**src/rtl/cpu_sequencer.sv**
```systemverilog
`default_nettype none
// ============================================================================
// Module      : cpu_sequencer
// Description : Fetch/execute sequencer for the 8-bit teaching CPU. Runs a
//               run/stop/single-step state machine, decodes the instruction
//               register into one-hot instruction lines, counts retired
//               instructions and qualifies architectural writes (cyc_valid).
// Revision    : 1.0 - initial release
// ============================================================================
module cpu_sequencer #(
    parameter int CNT_W           = 16,
    parameter bit HALT_ON_ILLEGAL = 1'b0
) (
    input  logic             clk,
    input  logic             rst_n,
    input  logic [7:0]       ir,
    input  logic             start,
    input  logic             stop,
    input  logic             step_mode,
    input  logic             step,
    output logic             sm,
    output logic             cyc_valid,
    output logic [16:0]      op,
    output logic [2:0]       state,
    output logic             running,
    output logic             halted,
    output logic [CNT_W-1:0] instr_cnt
);

    // State encoding
    localparam logic [2:0] c_IDLE   = 3'd0;
    localparam logic [2:0] c_FETCH  = 3'd1;
    localparam logic [2:0] c_EXEC   = 3'd2;
    localparam logic [2:0] c_PAUSE  = 3'd3;
    localparam logic [2:0] c_HALTED = 3'd4;

    // One-hot instruction line positions
    localparam int c_OP_MOVA    = 0;
    localparam int c_OP_MOVB    = 1;
    localparam int c_OP_MOVC    = 2;
    localparam int c_OP_ADD     = 3;
    localparam int c_OP_SUB     = 4;
    localparam int c_OP_AND1    = 5;
    localparam int c_OP_NOT1    = 6;
    localparam int c_OP_RSR     = 7;
    localparam int c_OP_RSL     = 8;
    localparam int c_OP_JMP     = 9;
    localparam int c_OP_JZ      = 10;
    localparam int c_OP_JC      = 11;
    localparam int c_OP_IN1     = 12;
    localparam int c_OP_OUT1    = 13;
    localparam int c_OP_NOP     = 14;
    localparam int c_OP_HALT    = 15;
    localparam int c_OP_ILLEGAL = 16;

    logic [2:0]       r_state;
    logic [2:0]       w_state_nxt;
    logic             r_stop_pend;
    logic             w_stop_pend_nxt;
    logic [CNT_W-1:0] r_cnt;
    logic [16:0]      w_op;
    logic             w_halt_now;

    // Instruction decode: purely combinational from ir, exactly one line set
    always_comb begin
        w_op = '0;
        case (ir[7:4])
            4'b1111: begin
                if (ir[3:2] == 2'b11 && ir[1:0] == 2'b11) w_op[c_OP_ILLEGAL] = 1'b1;
                else if (ir[3:2] == 2'b11)                w_op[c_OP_MOVC]    = 1'b1;
                else if (ir[1:0] == 2'b11)                w_op[c_OP_MOVB]    = 1'b1;
                else                                      w_op[c_OP_MOVA]    = 1'b1;
            end
            4'b1001: w_op[c_OP_ADD]  = 1'b1;
            4'b0110: w_op[c_OP_SUB]  = 1'b1;
            4'b1011: w_op[c_OP_AND1] = 1'b1;
            4'b0101: w_op[c_OP_NOT1] = 1'b1;
            4'b0010: w_op[c_OP_IN1]  = 1'b1;
            4'b0100: w_op[c_OP_OUT1] = 1'b1;
            4'b0111: w_op[c_OP_NOP]  = 1'b1;
            4'b1000: w_op[c_OP_HALT] = 1'b1;
            4'b1010: begin
                if (ir[1:0] == 2'b00)      w_op[c_OP_RSR]     = 1'b1;
                else if (ir[1:0] == 2'b11) w_op[c_OP_RSL]     = 1'b1;
                else                       w_op[c_OP_ILLEGAL] = 1'b1;
            end
            4'b0011: begin
                case (ir[3:0])
                    4'b0000: w_op[c_OP_JMP]     = 1'b1;
                    4'b0001: w_op[c_OP_JZ]      = 1'b1;
                    4'b0010: w_op[c_OP_JC]      = 1'b1;
                    default: w_op[c_OP_ILLEGAL] = 1'b1;
                endcase
            end
            default: w_op[c_OP_ILLEGAL] = 1'b1;
        endcase
    end

    // An illegal opcode only halts when the build asks for it; otherwise it retires as a nop
    assign w_halt_now = w_op[c_OP_HALT] | (HALT_ON_ILLEGAL & w_op[c_OP_ILLEGAL]);

    // Next-state and pending-stop logic
    always_comb begin
        w_state_nxt     = r_state;
        w_stop_pend_nxt = r_stop_pend;
        case (r_state)
            c_IDLE: begin
                if (start) w_state_nxt = c_FETCH;
            end
            c_FETCH: begin
                w_state_nxt = c_EXEC;
                if (stop) w_stop_pend_nxt = 1'b1;
            end
            c_EXEC: begin
                if (w_halt_now)              w_state_nxt = c_HALTED;
                else if (r_stop_pend | stop) w_state_nxt = c_IDLE;
                else if (step_mode)          w_state_nxt = c_PAUSE;
                else                         w_state_nxt = c_FETCH;
                if (stop) w_stop_pend_nxt = 1'b1;
            end
            c_PAUSE: begin
                // stop outranks step when both arrive together
                if (r_stop_pend | stop)      w_state_nxt = c_IDLE;
                else if (step | !step_mode)  w_state_nxt = c_FETCH;
                if (stop) w_stop_pend_nxt = 1'b1;
            end
            c_HALTED: begin
                if (start) w_state_nxt = c_FETCH;
            end
            default: w_state_nxt = c_IDLE;
        endcase
        // A stop request is consumed whenever the sequencer comes to rest
        if (w_state_nxt == c_IDLE || w_state_nxt == c_HALTED) w_stop_pend_nxt = 1'b0;
    end

    // State register, pending stop and retired-instruction counter
    always_ff @(posedge clk or negedge rst_n) begin
        if (!rst_n) begin
            r_state     <= c_IDLE;
            r_stop_pend <= 1'b0;
            r_cnt       <= '0;
        end else begin
            r_state     <= w_state_nxt;
            r_stop_pend <= w_stop_pend_nxt;
            if (r_state == c_EXEC) r_cnt <= r_cnt + 1'b1;
        end
    end

    // Status outputs decode straight from the state register so reset drops them at once
    assign sm        = (r_state == c_EXEC);
    assign cyc_valid = (r_state == c_FETCH) | (r_state == c_EXEC);
    assign running   = (r_state == c_FETCH) | (r_state == c_EXEC) | (r_state == c_PAUSE);
    assign halted    = (r_state == c_HALTED);
    assign state     = r_state;
    assign op        = w_op;
    assign instr_cnt = r_cnt;

endmodule
`default_nettype wire
```
**config.mk**
```make
export PLATFORM = sky130hd
export DESIGN_NAME = cpu_sequencer
export DESIGN_NICKNAME = d
export VERILOG_FILES = /design/src/rtl/cpu_sequencer.sv
export SDC_FILE = /design/constraint.sdc
export NUM_CORES = 1
export LEC_CHECK = 0
export CAP_MARGIN = 20
export CORE_MARGIN = 5
export CORE_UTILIZATION = 39
export CTS_BUF_LIST = sky130_fd_sc_hd__clkbuf_8
export CTS_CLUSTER_SIZE = 12
export DETAILED_ROUTE_END_ITERATION = 6
export GPL_ROUTABILITY_DRIVEN = 1
export PLACE_DENSITY_LB_ADDON = 0.25
export REMOVE_ABC_BUFFERS = 1
export SLEW_MARGIN = 10
export SYNTH_ARGS = -nofsm -noshare
export SYNTH_HDL_FRONTEND = slang
export SYNTH_SLANG_ARGS = --single-unit
```
**constraint.sdc**
```tcl
create_clock -name clk -period 1.6 [get_ports clk]
set_input_delay 0.32 -clock clk [delete_from_list [all_inputs] [get_ports clk]]
set_output_delay 0.32 -clock clk [all_outputs]
set_load 0.05 [all_outputs]
```
==> summary.txt, run 1 <==
Power and ir drop
  – Psw: 1.47 mW
  – Pleak: 1.31 nW
  – Power density cells: around 1200 nW/um2
  – Clock network power share: 12.2%
  – Switching share of total power: 43.9%
  – Worst VDD drop: 0.00126 V
  – Combinational fraction of design power: 65.5%
  – Sequential share of power: between 20% and 30%
  – Internal power: 1.88 mW

Layout
  – Area Growth Syn to Fin: 133%
  – Final Cell Area: 2830 um2
  – # diodes: 0
  – Share of cells above drive strength 1: 60.8%
  – Final non-filler cell total: roughly 270
  – Most common cell after layout, fill and taps aside: buf_12
  – Post-layout nets: 248
  – Finished Core Util: slightly above 90%
  – Fill cells: 86
  – Register area: 505 um2
  – Area taken by multi-input logic gates: 887 um2
  – Most frequent cells in the layout: buf_12 (39), buf_4 (33), nand2_1 (16), dfrtp_1 (16), buf_6 (13)

Logic synthesis
  – Mapped Area: 1210 um2
  – Syn Area/Cell: around 9 um2
  – Flops & latches, synth: 20
  – Ys async rst share: 100%
  – Cell taking the most area after synthesis: dfrtp_1
  – Syn. warnings: 0
  – Primary FF master, synth: dfrtp_1
  – Post-synthesis sequential area ratio: roughly 41%
  – Synth cell types: 30
  – Post-synth EDFFs: 0
  – Synth top area cells: dfrtp_1 (41%), xnor2_1 (7.9%), ha_1 (6.2%)
  – Post-synth top area share: 41.2%
  – Mapped Cells: 131

Setup path
  – RR Startpoint: state[2]
  – Worst r2r dst: instr_cnt[14]
  – Worst setup EP type: output port
  – Critical Path Fanout Max: 5
  – Flop2flop setup slack: -0.16 ns
  – Critical Path RT: 1.28 ns
  – Crit-path max cell delay: 0.45 ns
  – Worst R2R Path Depth: 6
  – Crit path DAT: 1.49 ns
  – Slowest CP cell: or3b_4
  – Crit-path cells: or3b_4 > buf_8 > nand2_4 > buf_12
  – Setup Crit Path Kind: register to output port
  – CP Launch Type: register

Drt
  – Drt via density: about 5.6
  – DR pass1 iterations: 4
  – Routed WL per cell: 22.7 um
  – Initial DRC count: around 80
  – DRC Markers: 0
  – Post-Route WL: 6150 um
  – Detailed-route via count: 1521
  – Post-DRT Antenna Nets: 0

Global routing
  – Largest net degree at the start of global routing: 21
  – Initial antenna violation count: 0
  – First-pass GRT wire length: approximately 8300 um
  – Grt ovf: 0
  – Vias in the first global route: 1618
  – All-Layer GR Usage: 26.0%

Clock network
  – H-tree depth reported by CTS: 1
  – CTS tree: built
  – TritonCTS buffer count: 3
  – CTS Buffer Depth: 2
  – Cts hold-fix bufs: 0
  – Clk_lat worst skew: around 0.27 ns
  – Clk sink count: 20
  – Clk slew on worst S/H paths: ~0.080 ns
  – Root Driver: clkbuf_8

Die
  – Vert. Die Dim: 65.8 um
  – Row Count: 20
  – Full die area: 4330 um2
  – Die W: roughly 66 um
  – Initial Util: 40.1%
  – Core ar.: ~3000 um2
  – Ports: 54

Run status
  – Failing checks: setup timing
  – Status: complete, but fails checks

Placement
  – IO Port Bufs: 53
  – Pre-CTS setup slack: -0.711 ns
  – Post-DP HPWL: 3200 um
  – Placed cells: between 200 and 300
  – Final GP Congestion: 0.863
  – Cell Area, Placed: 2390 um2

STA
  – Min Tclk post-route: between 1.5 and 2 ns
  – Final Cycle Share: 113%
  – # setup viols final: 19
  – TNS Setup: -2.24 ns
  – Worst-Margin Slew: 0.388 ns
  – Final max-slew violation count: 0
  – Max Fclk: 0.552 GHz
  – Setup slack after layout: -0.211 ns
  – Slew margin rel.: 74.0%
  – RSZ-0062 raised after global routing: yes
  – Final Hold Fails: 0
  – Setup Skew: between 0.003 and 0.004 ns

Worst hold path
  – Min-Delay Path Class: input port to async pin

Run
  – Max_cap viols: 0
-- cell type report --
class,count,area share [%]
well taps,44,1.94
repair buffers,96,46.0
clock buffers,4,1.94
flip-flops and latches,20,17.8
inverters,5,0.928
multi-input cells,102,31.3
-- stage by stage --
step	hold slack (ns)	total power, mW
6_report	0.423	3.36
5_1_grt	0.452	3.45
4_1_cts	0.403	3.03
3_5_place_dp	0.525	2.42
3_3_place_gp	0.502	2.36
2_1_floorplan	0.0244	1.45
-- repair_timing --
| action | 4_1_cts | 5_1_grt |
|---|---|---|
| gates resized for setup | 79 | 27 |
| setup buffers | 5 | 9 |
| hold endpoints to repair | 0 | 0 |
| pin swaps | 18 | 17 |
| setup endpoints to repair | 33 | 23 |
-- power groups by stage --
stage | Clock, mW | Combinational (mW) | Sequential [mW]
2_1_floorplan | 0 | 0.464 | 0.989
3_3_place_gp | 0 | 1.66 | 0.694
3_5_place_dp | 0 | 1.72 | 0.707
4_1_cts | 0.384 | 1.93 | 0.712
5_1_grt | 0.427 | 2.27 | 0.750
6_report | 0.409 | 2.20 | 0.748
-- cells by family (layout without fill, tap and decap cells) --
family / Yosys count / in the layout / share of synthesized area [%]
compound gates: 9 / 9 / 4.33
xor+xnor: 15 / 15 / 10.8
fa+ha+maj: 6 / 6 / 6.19
buf+inv: 9 / 105 / 3.71
flops: 20 / 20 / 41.2
simple gates: 72 / 72 / 33.7
-- how the worst max path moves through the flow --
stage / startpoint / to / slack (ns)
after floorplan: ir[5] / r_stop_pend / -1.20
after global routing: state[2] / instr_cnt[14] / -0.24
after detailed placement: ir[0] / op[16] / -0.71
final: state[2] / cyc_valid / -0.21
after global placement: ir[0] / op[16] / -0.63
after CTS: ir[0] / op[16] / -0.20
-- metal layers --
layer  track usage [%]  vias up  wire length [um]
li1                  -      635                 -
met1              25.7      768              2200
met2              48.8       89              3270
met3              5.10       29               342
met4              16.6        0               325
met5                 0        -                 0
-- registers in the layout (all words and copies together), names as in the netlist --
| name | flops |
|---|---|
| r_stop_pend | 1 |
| instr_cnt | 16 |
| state | 3 |
-- critical path: cells and delay by family, from the launching register on --
kind	cells	cell delay, ns
and+or+nand+nor	2	0.51
DFF	1	0.42
buffers and inverters	2	0.29
-- Yosys cell counts (2+ instances only) --
| master | instances |
|---|---|
| a21oi_1 | 6 |
| and2_1 | 4 |
| and3_1 | 5 |
| clkbuf_1 | 2 |
| dfrtp_1 | 20 |
| ha_1 | 6 |
| inv_1 | 5 |
| nand2_1 | 18 |
| nand2b_1 | 4 |
| nand3_1 | 7 |
| nand4_1 | 3 |
| nor2_1 | 12 |
| nor2b_1 | 2 |
| nor3_1 | 6 |
| nor3b_1 | 2 |
| nor4_4 | 2 |
| xnor2_1 | 11 |
| xor2_1 | 4 |
Power figures use the tool's default switching activity.
==> run 2: changes to the inputs <==
--- a/config.mk
+++ b/config.mk
@@ -12,7 +12,7 @@
 export CTS_CLUSTER_SIZE = 12
 export DETAILED_ROUTE_END_ITERATION = 6
 export GPL_ROUTABILITY_DRIVEN = 1
-export PLACE_DENSITY_LB_ADDON = 0.25
+export PLACE_DENSITY = 0.87
 export REMOVE_ABC_BUFFERS = 1
 export SLEW_MARGIN = 10
 export SYNTH_ARGS = -nofsm -noshare
==> run 2 against run 1 <==
Against the previous run:
- the run still ends with setup timing left
- routed wire length up 4.8%
- worst setup slack worse by 0.028 ns
- clock power fell by 8.8%
- total power shrank 4.3%
- critical path depth increased by 4
- register-to-register slack is essentially flat
- cell count fell by 1.8%
- highest routed layer unchanged
- die area unchanged
- non-clock buffer count shrank 5
- design area rose by 0.57%
- utilization up 0.54 points
- count of clock-buffer cells in the layout stayed put
- critical endpoint is now op[16]
==> summary.txt, run 2 (synthesis gave the netlist of run 1 again) <==
Placement
  – Final GP Congestion: 0.807 (-6.6%)
  – Post-DP HPWL: 3410 um (+6.6%)
  – Cell Area, Placed: 2380 um2 (-0.31%)
  – IO Port Bufs: 53 (unchanged)
  – Pre-CTS setup slack: -0.698 ns (+0.0134 ns)

Layout
  – Final Cell Area: 2850 um2 (+0.57%)
  – Most frequent cells in the layout: buf_12 (40), buf_4 (27), nand2_1 (17), dfrtp_1 (17), buf_6 (15)
  – Max FFs per register: 16 (unchanged)
  – Share of cells above drive strength 1: 61.7% (+0.92 points)
  – Most common cell after layout, fill and taps aside: buf_12
  – Fill cells: 84 (-2.3%)
  – Register area: 504 um2 (-0.25%)
  – Area Growth Syn to Fin: 135%
  – Area taken by multi-input logic gates: 938 um2 (+5.8%)
  – # diodes: 0 (unchanged)
  – Post-layout nets: 243 (-2.0%)

STA
  – Setup Skew: 0.00343 ns (+0.000141 ns)
  – Min Tclk post-route: 1.84 ns (+0.0283 ns)
  – Worst-Margin Slew: 0.345 ns (-0.0428 ns)
  – Max Fclk: 0.544 GHz (-1.5%)
  – Final max-slew violation count: 0 (unchanged)
  – Slew margin rel.: 76.9% (+3.0 points)
  – Final Cycle Share: 115% (+1.8 points)
  – # setup viols final: 19 (unchanged)
  – RSZ-0062 raised after global routing: yes
  – Setup slack after layout: -0.239 ns (-0.0283 ns)
  – Final Hold Fails: 0 (unchanged)

Die
  – Core ar.: 3030 um2 (unchanged)
  – Die W: 65.8 um (unchanged)
  – Vert. Die Dim: 65.8 um (unchanged)
  – Ports: 54 (unchanged)
  – Initial Util: 40.1% (unchanged)
  – Row Count: 20 (unchanged)
  – Full die area: 4330 um2 (unchanged)

Drt
  – DR pass1 iterations: 4 (unchanged)
  – Routed WL per cell: 24.2 um (+6.8%)
  – Detailed-route via count: 1484 (-2.4%)
  – Post-DRT Antenna Nets: 0 (unchanged)
  – Drt via density: 5.58 (-0.60%)
  – DRC Markers: 0 (unchanged)
  – Initial DRC count: 173 (+110%)
  – Post-Route WL: 6440 um (+4.8%)

Clock network
  – Clk slew on worst S/H paths: 0.07 ns (about the same)
  – Clk_lat worst skew: 0.25 ns (-0.02 ns)
  – Clk sink count: 20 (unchanged)
  – H-tree depth reported by CTS: 1 (unchanged)
  – TritonCTS buffer count: 3 (unchanged)
  – CTS Buffer Depth: 2 (unchanged)
  – CTS tree: built
  – Root Driver: clkbuf_8

Setup path
  – Crit path DAT: 1.52 ns (+0.03 ns)
  – Crit-path cells: buf_6 > buf_6 > ha_4 > nor3_2 > o21a_1 > nor2_2 > o221ai_4 > buf_12
  – CP Launch Type: input port
  – Setup Crit Path Kind: input port to output port
  – CP Buf/Inv Count: 3 (+1)
  – Worst setup EP type: output port
  – Crit-path max cell delay: 0.21 ns (-0.24 ns)
  – Slowest CP cell: o221ai_4
  – Critical Path RT: 1.28 ns (about the same)
  – CP delay by family, top: buffers and inverters
  – Critical Path Fanout Max: 3 (-2)
  – Worst path most repeated cell: buf_6

Run
  – Max_cap viols: 0 (unchanged)

Run status
  – Failing checks: setup timing
  – Status: complete, but fails checks

Power and ir drop
  – Worst VDD drop: 0.00131 V (+4.4%)
  – Power density cells: 1130 nW/um2 (-4.9%)
  – Pleak: 1.29 nW (-1.6%)
  – Total power: 3.21 mW (-4.3%)

Global routing
  – Initial antenna violation count: 0 (unchanged)
  – All-Layer GR Usage: 27.8% (+1.7 points)
  – Vias in the first global route: 1606 (-0.74%)
  – Grt ovf: 0 (unchanged)
  – First-pass GRT wire length: 8870 um (+6.6%)
  – Largest net degree at the start of global routing: 21 (unchanged)

Worst hold path
  – Min-Delay Path Class: input port to async pin
run 2: metrics by stage:
stage               cells  setup TNS, ns  hold slack (ns)  util, %
floorplan             127         -13.17           0.0244        -
global placement      252          -6.59            0.505     78.7
detailed placement    252          -8.47            0.536     78.7
CTS                   262         -0.818            0.418     89.3
global route          266          -2.63            0.430     94.1
finish                266          -1.74            0.412     94.1
run 2: worst paths after layout:
| check | start | endpoint | slack, ns | depth (start not counted) |
|---|---|---|---|---|
| worst max-delay path | ir[0] | op[16] | -0.24 | 8 |
| worst max register to register | instr_cnt[2] | instr_cnt[15] | -0.16 | 5 |
| min in group clk | instr_cnt[11] | instr_cnt[11] | 0.55 | 1 |
| max in group asynchronous | rst_n | instr_cnt[1] | 0.96 | 2 |
| worst min-delay path | rst_n | instr_cnt[11] | 0.41 | 2 |
| worst min register to register | instr_cnt[11] | instr_cnt[11] | 0.55 | 1 |
run 2: final cells by class:
class	count	share of cell area [%]
flip-flops and latches	20	17.7
repair buffers	91	44.5
multi-input cells	102	32.9
well taps	44	1.93
inverters	5	1.01
clock buffers	4	1.93
run 2: per-layer routing:
metal / global-route usage, % / share of wire, % / vias to the layer above
li1: - / - / 626
met1: 27.7 / 37 / 743
met2: 54.3 / 52 / 88
met3: 7.65 / 6.4 / 27
met4: 8.81 / 5.2 / 0
met5: 0 / 0 / -
run 2: report_power, final:
group	switching (mW)	internal [mW]
sequential	0.130	0.605
clock	0.154	0.218
combinational	1.12	0.981
run 2: worst register-to-register path, delay by kind of cell (launching register included):
| family | cells | cell delay, ns |
|---|---|---|
| xor gates and xnor gates | 1 | 0.18 |
| and+or+nand+nor | 3 | 0.84 |
| buffers and inverters | 1 | 0.17 |
| DFF | 1 | 0.46 |
run 2: what timing repair did:
item,in CTS,in global routing
hold buffers,0,0
gates resized for setup,87,28
buffers inserted,6,5
pin swaps,15,14
gates cloned,0,0
endpoints found under the setup margin,33,28
==> edit 1 (flow settings as in run 1) <==
Put a register stage on the outputs `sm`, `cyc_valid`, `op`, `running` and `halted`, cleared by the reset. The values now appear one clock later. The other outputs are not delayed to match.
--- a/src/rtl/cpu_sequencer.sv
+++ b/src/rtl/cpu_sequencer.sv
@@ -148,10 +148,20 @@
 
     // Status outputs decode straight from the state register so reset drops them at once
-    assign sm        = (r_state == c_EXEC);
-    assign cyc_valid = (r_state == c_FETCH) | (r_state == c_EXEC);
-    assign running   = (r_state == c_FETCH) | (r_state == c_EXEC) | (r_state == c_PAUSE);
-    assign halted    = (r_state == c_HALTED);
+    always_ff @(posedge clk or negedge rst_n) begin
+        if (!rst_n) begin
+            sm        <= '0;
+            cyc_valid <= '0;
+            op        <= '0;
+            running   <= '0;
+            halted    <= '0;
+        end else begin
+            sm        <= (r_state == c_EXEC);
+            cyc_valid <= (r_state == c_FETCH) | (r_state == c_EXEC);
+            op        <= w_op;
+            running   <= (r_state == c_FETCH) | (r_state == c_EXEC) | (r_state == c_PAUSE);
+            halted    <= (r_state == c_HALTED);
+        end
+    end
     assign state     = r_state;
-    assign op        = w_op;
     assign instr_cnt = r_cnt;
 
Function: changed (Yosys sat finds a counterexample within 4 cycles, from zero or initial values and one cycle with rst_n low).
==> edit 1 against run 1 <==
Synthesized area up 43%; worst setup slack better by 0.23 ns; global-route usage down 12 points; critical path type is now flip-flop to flip-flop; total power up 11%; wire length down 38%; largest cell class is now flip-flops and latches; design area down 2.3%; sequential cell count up 21.
==> edit 1: results (changes against run 1) <==
outcome - completed
placement-stage worst setup slack - -0.224 ns (+0.488 ns)
clk_skew - 0.00371 ns (+0.000423 ns)
DP Cell Count - 278 (+9.9%)
first-pass GRT wire length - 6.57 mm (-21%)
number of buffers created by CTS - 5 (+2)
clk_lat worst skew - 0.29 ns (+0.02 ns)
share of cells above drive strength 1 - 35.9% (-25 points)
final cell count without fillers - 289 (+6.6%)
leakage power figure - 1.35 nW (+3.2%)
final worst hold slack - 0.0903 ns (-0.333 ns)
number of H-tree branching levels - 2 (+1)
gp weighted congestion - 0.834 (-3.4%)
final HPWL from detailed placement - 2.94 mm (-8.1%)
share of synthesized area occupied by flip-flops and latches - 59.3% (+18 points)
fraction of the mapped netlist area in adder cells - 4.34% (-1.8 points)
cell types with the highest counts after synthesis - sky130_fd_sc_hd__dfrtp_1 (41), sky130_fd_sc_hd__nor2_1 (21), sky130_fd_sc_hd__xnor2_1 (13)
power drawn by the combinational cells - 1.62 mW (-26%)
power density normalized to cell area - 1340 mW/mm2 (+13%)
Worst Reg-to-Reg Cells - 5 (-1)
XOR/XNOR Fraction of Synth Area - 8.10% (-2.7 points)
timing endpoint of the critical path - instr_cnt[6]
total cell area at the placement stage - 0.00260 mm2 (+8.6%)
setup slack, reg-to-reg - 0.02 ns (+0.18 ns)
FF-to-FF Start - state[0]
clock network power - 0.779 mW (+90%)
IR Drop Worst-Case VDD - 0.590 mV (-53%)
total via count in the routed design - 1403 (-7.8%)
transition time of the tightest slew-check pin - 0.514 ns (+0.126 ns)
synth top area cells - sky130_fd_sc_hd__dfrtp_1 (59%), sky130_fd_sc_hd__xnor2_1 (6.6%), sky130_fd_sc_hd__nor2_1 (4.6%), sky130_fd_sc_hd__ha_1 (4.3%), sky130_fd_sc_hd__nand3_1 (2.6%)
maximum number of pins on one net before global-route repair - 42 (+100%)
launch point of the critical path - state[0]
max reg flops - 17 (+1)
Arrival @ worst endpoint - 1.79 ns (+0.30 ns)
NetSw - 1.33 mW (-9.9%)
CP max FO - 3 (-2)
drt initial violations - 68 (-16%)
GRT Util Overall - 13.8% (-12 points)
Mapped Cells - 152 (+16%)
largest incremental delay on the critical path - 0.43 ns (-0.02 ns)
-- edit 1: changes by cell type after synthesis, sizes merged, moves of 2 or more --
| cell | delta |
|---|---|
| dfrtp | +21 |
| nor2 | +9 |
| nand4 | -2 |
| a21oi | -3 |
| xnor2 | +2 |
| clkbuf | -2 |
| nand2 | -6 |
| nand3 | +2 |
-- edit 1: final cells by class --
| cell class | instances | area [um2] |
|---|---|---|
| flip-flops and latches | 41 | 1030 |
| clock inverters | 2 | 35.0 |
| fillers | 345 | 1560 |
| repair buffers | 80 | 865 |
| inverters | 4 | 15.0 |
| clock buffers | 5 | 68.8 |
| well taps | 52 | 65.1 |
| multi-input cells | 105 | 689 |
-- edit 1: per-layer routing --
layer	track usage, %	routed length [um]
met3	5.44	220
met1	14.4	1380
met2	24.2	2120
met5	0	0
met4	5.77	97
-- edit 1: timing repair --
item | in CTS | in global routing
gates resized for setup | 4 | 8
hold buffers | 0 | 0
setup buffers | 1 | 3
setup endpoints to repair | 11 | 10
pin swaps | 2 | 2
==> edit 2 (flow settings as in run 1) <==
Made on the original files. Set the parameter `HALT_ON_ILLEGAL` to 1'b1 (it was 1'b0).
--- a/src/rtl/cpu_sequencer.sv
+++ b/src/rtl/cpu_sequencer.sv
@@ -10,5 +10,5 @@
 module cpu_sequencer #(
     parameter int CNT_W           = 16,
-    parameter bit HALT_ON_ILLEGAL = 1'b0
+    parameter bit HALT_ON_ILLEGAL = 1'b1
 ) (
     input  logic             clk,
Function: changed (Yosys sat finds a counterexample within 4 cycles, from zero or initial values and one cycle with rst_n low).
==> edit 2 against run 1 <==
Worst setup slack worse by 0.17 ns; maximum frequency is 8.5% lower; total power is 0.36% lower; sequential power is 2% higher; synthesized area is 3.1% lower; the run still ends with setup timing left; global-route usage is 1.5 points lower; wire length is 8.2% lower; design area is 4.7% lower; sequential cell count stayed put; clock skew is 0.0059 ns higher; sequential share of layout area is 0.69 points higher; die area is 2.6% lower.
==> edit 2: results (changes against run 1) <==
global-route met3 utilization - 5.72% (+0.62 points)
CP max FO - 3 (-2)
complex-gate fraction of the synthesized area - 5.43% (+1.1 points)
number of global-route vias before repair - 1569 (-3.0%)
routed length per placed instance - 22.7 um (-0.11%)
DP Cell Count - 235 (-7.1%)
number of buffers created by CTS - 3 (unchanged)
met1 routing resource usage after global routing - 24.5% (-1.2 points)
slowest CP cell - sky130_fd_sc_hd__or3_4
total of endpoints with negative setup slack in the final report - 14 (-5)
clk_skew - 0.00915 ns (+0.00586 ns)
post-layout worst setup margin - -0.379 ns (-0.168 ns)
outcome - finished, violations left
number of antenna violations at the first check in global routing - 0 (unchanged)
final HPWL from detailed placement - 2.85 mm (-11%)
setup slack, reg-to-reg - -0.04 ns (+0.12 ns)
leakage power figure - 1.25 nW (-4.5%)
transition time of the tightest slew-check pin - 0.331 ns (-0.0567 ns)
first-pass GRT wire length - 7.82 mm (-5.9%)
GRT Util Overall - 24.5% (-1.5 points)
setup tns final - -0.976 ns (+1.26 ns)
drt initial violations - 118 (+46%)
Fill cells - 121 (+41%)
placement-stage worst setup slack - -0.992 ns (-0.281 ns)
Mapped Cells - 123 (-6.1%)
routed length on met3 - 400 um (+17%)
number of different library cells in the post-synthesis netlist - 32 (+6.7%)
final worst hold slack - 0.394 ns (-0.0297 ns)
synth top area cells - sky130_fd_sc_hd__dfrtp_1 (43%), sky130_fd_sc_hd__xnor2_1 (8.9%), sky130_fd_sc_hd__ha_1 (5.3%), sky130_fd_sc_hd__nor2_1 (3.8%), sky130_fd_sc_hd__and3_1 (3.2%)
Min-Delay Path Class - primary input to asynchronous set/reset pin
gp weighted congestion - 0.762 (-12%)
met2 WL post-DR - 3.03 mm (-7.6%)
total cell area at the placement stage - 0.00233 mm2 (-2.4%)
share of cell area taken by muxes after synthesis - 0.957% (+0.96 points)
gate family responsible for the most delay along the worst path - simple AND/OR/NAND/NOR gates
share of synthesized area occupied by flip-flops and latches - 42.6% (+1.3 points)
Arrival @ worst endpoint - 1.66 ns (+0.17 ns)
total routed wire length on the met1 layer - 1.94 mm (-12%)
routed wire length - 5.64 mm (-8.2%)
cell types with the highest counts after synthesis - sky130_fd_sc_hd__dfrtp_1 (20), sky130_fd_sc_hd__nor2_1 (12), sky130_fd_sc_hd__xnor2_1 (12)
XOR/XNOR Fraction of Synth Area - 11.9% (+1.1 points)
share of cells above drive strength 1 - 60.2% (-0.61 points)
cell-internal power - 1.93 mW (+2.5%)
total via count in the routed design - 1444 (-5.1%)
met2 usage in global routing - 45.0% (-3.9 points)
violated checks - setup timing
largest incremental delay on the critical path - 0.38 ns (-0.07 ns)
fraction of the mapped netlist area in adder cells - 5.32% (-0.87 points)
-- edit 2: cell types whose count changed in the layout (fill, tap and decap cells not counted), moves of 3 or more --
cell | before | now
sky130_fd_sc_hd__nand2_1 | 16 | 7
sky130_fd_sc_hd__buf_6 | 13 | 5
sky130_fd_sc_hd__dfrtp_2 | 4 | 0
sky130_fd_sc_hd__a21oi_2 | 4 | 0
sky130_fd_sc_hd__nor3_4 | 3 | 0
sky130_fd_sc_hd__dfrtp_1 | 16 | 20
-- edit 2: final timing paths --
check,startpoint,to,cells past startpoint
worst max-delay path,ir[1],op[16],8
worst min-delay path,rst_n,state[2],2
worst max register to register,state[0],instr_cnt[14],5
worst min register to register,instr_cnt[15],instr_cnt[15],1
max in group asynchronous,rst_n,instr_cnt[11],2
min in group clk,instr_cnt[15],instr_cnt[15],1
-- edit 2: area by class of cell --
| class | count | area, um2 | area share [%] |
|---|---|---|---|
| Inverter | 8 | 37.5 | 1.39 |
| Multi-Input combinational cell | 94 | 842 | 31.2 |
| Clock inverter | 1 | 30.0 | 1.11 |
| Timing Repair Buffer | 90 | 1210 | 44.7 |
| Tap cell | 33 | 41.3 | 1.53 |
| Sequential cell | 20 | 500 | 18.5 |
| Clock buffer | 3 | 41.3 | 1.53 |
-- edit 2: what timing repair did --
item,in CTS,in global routing
hold endpoints to repair,0,0
resized for setup,73,24
buffers inserted,5,7
pin swaps,15,7
setup endpoints to repair,24,25
-- edit 2: power groups by stage --
stage                     clock network, mW  registers, mW  logic, mW
final                                 0.514          0.761       2.07
after global routing                  0.539          0.772       2.14
after CTS                             0.512          0.739       1.84
after detailed placement                  0          0.750       1.69
after global placement                    0          0.735       1.66
after floorplan                           0           1.02      0.502
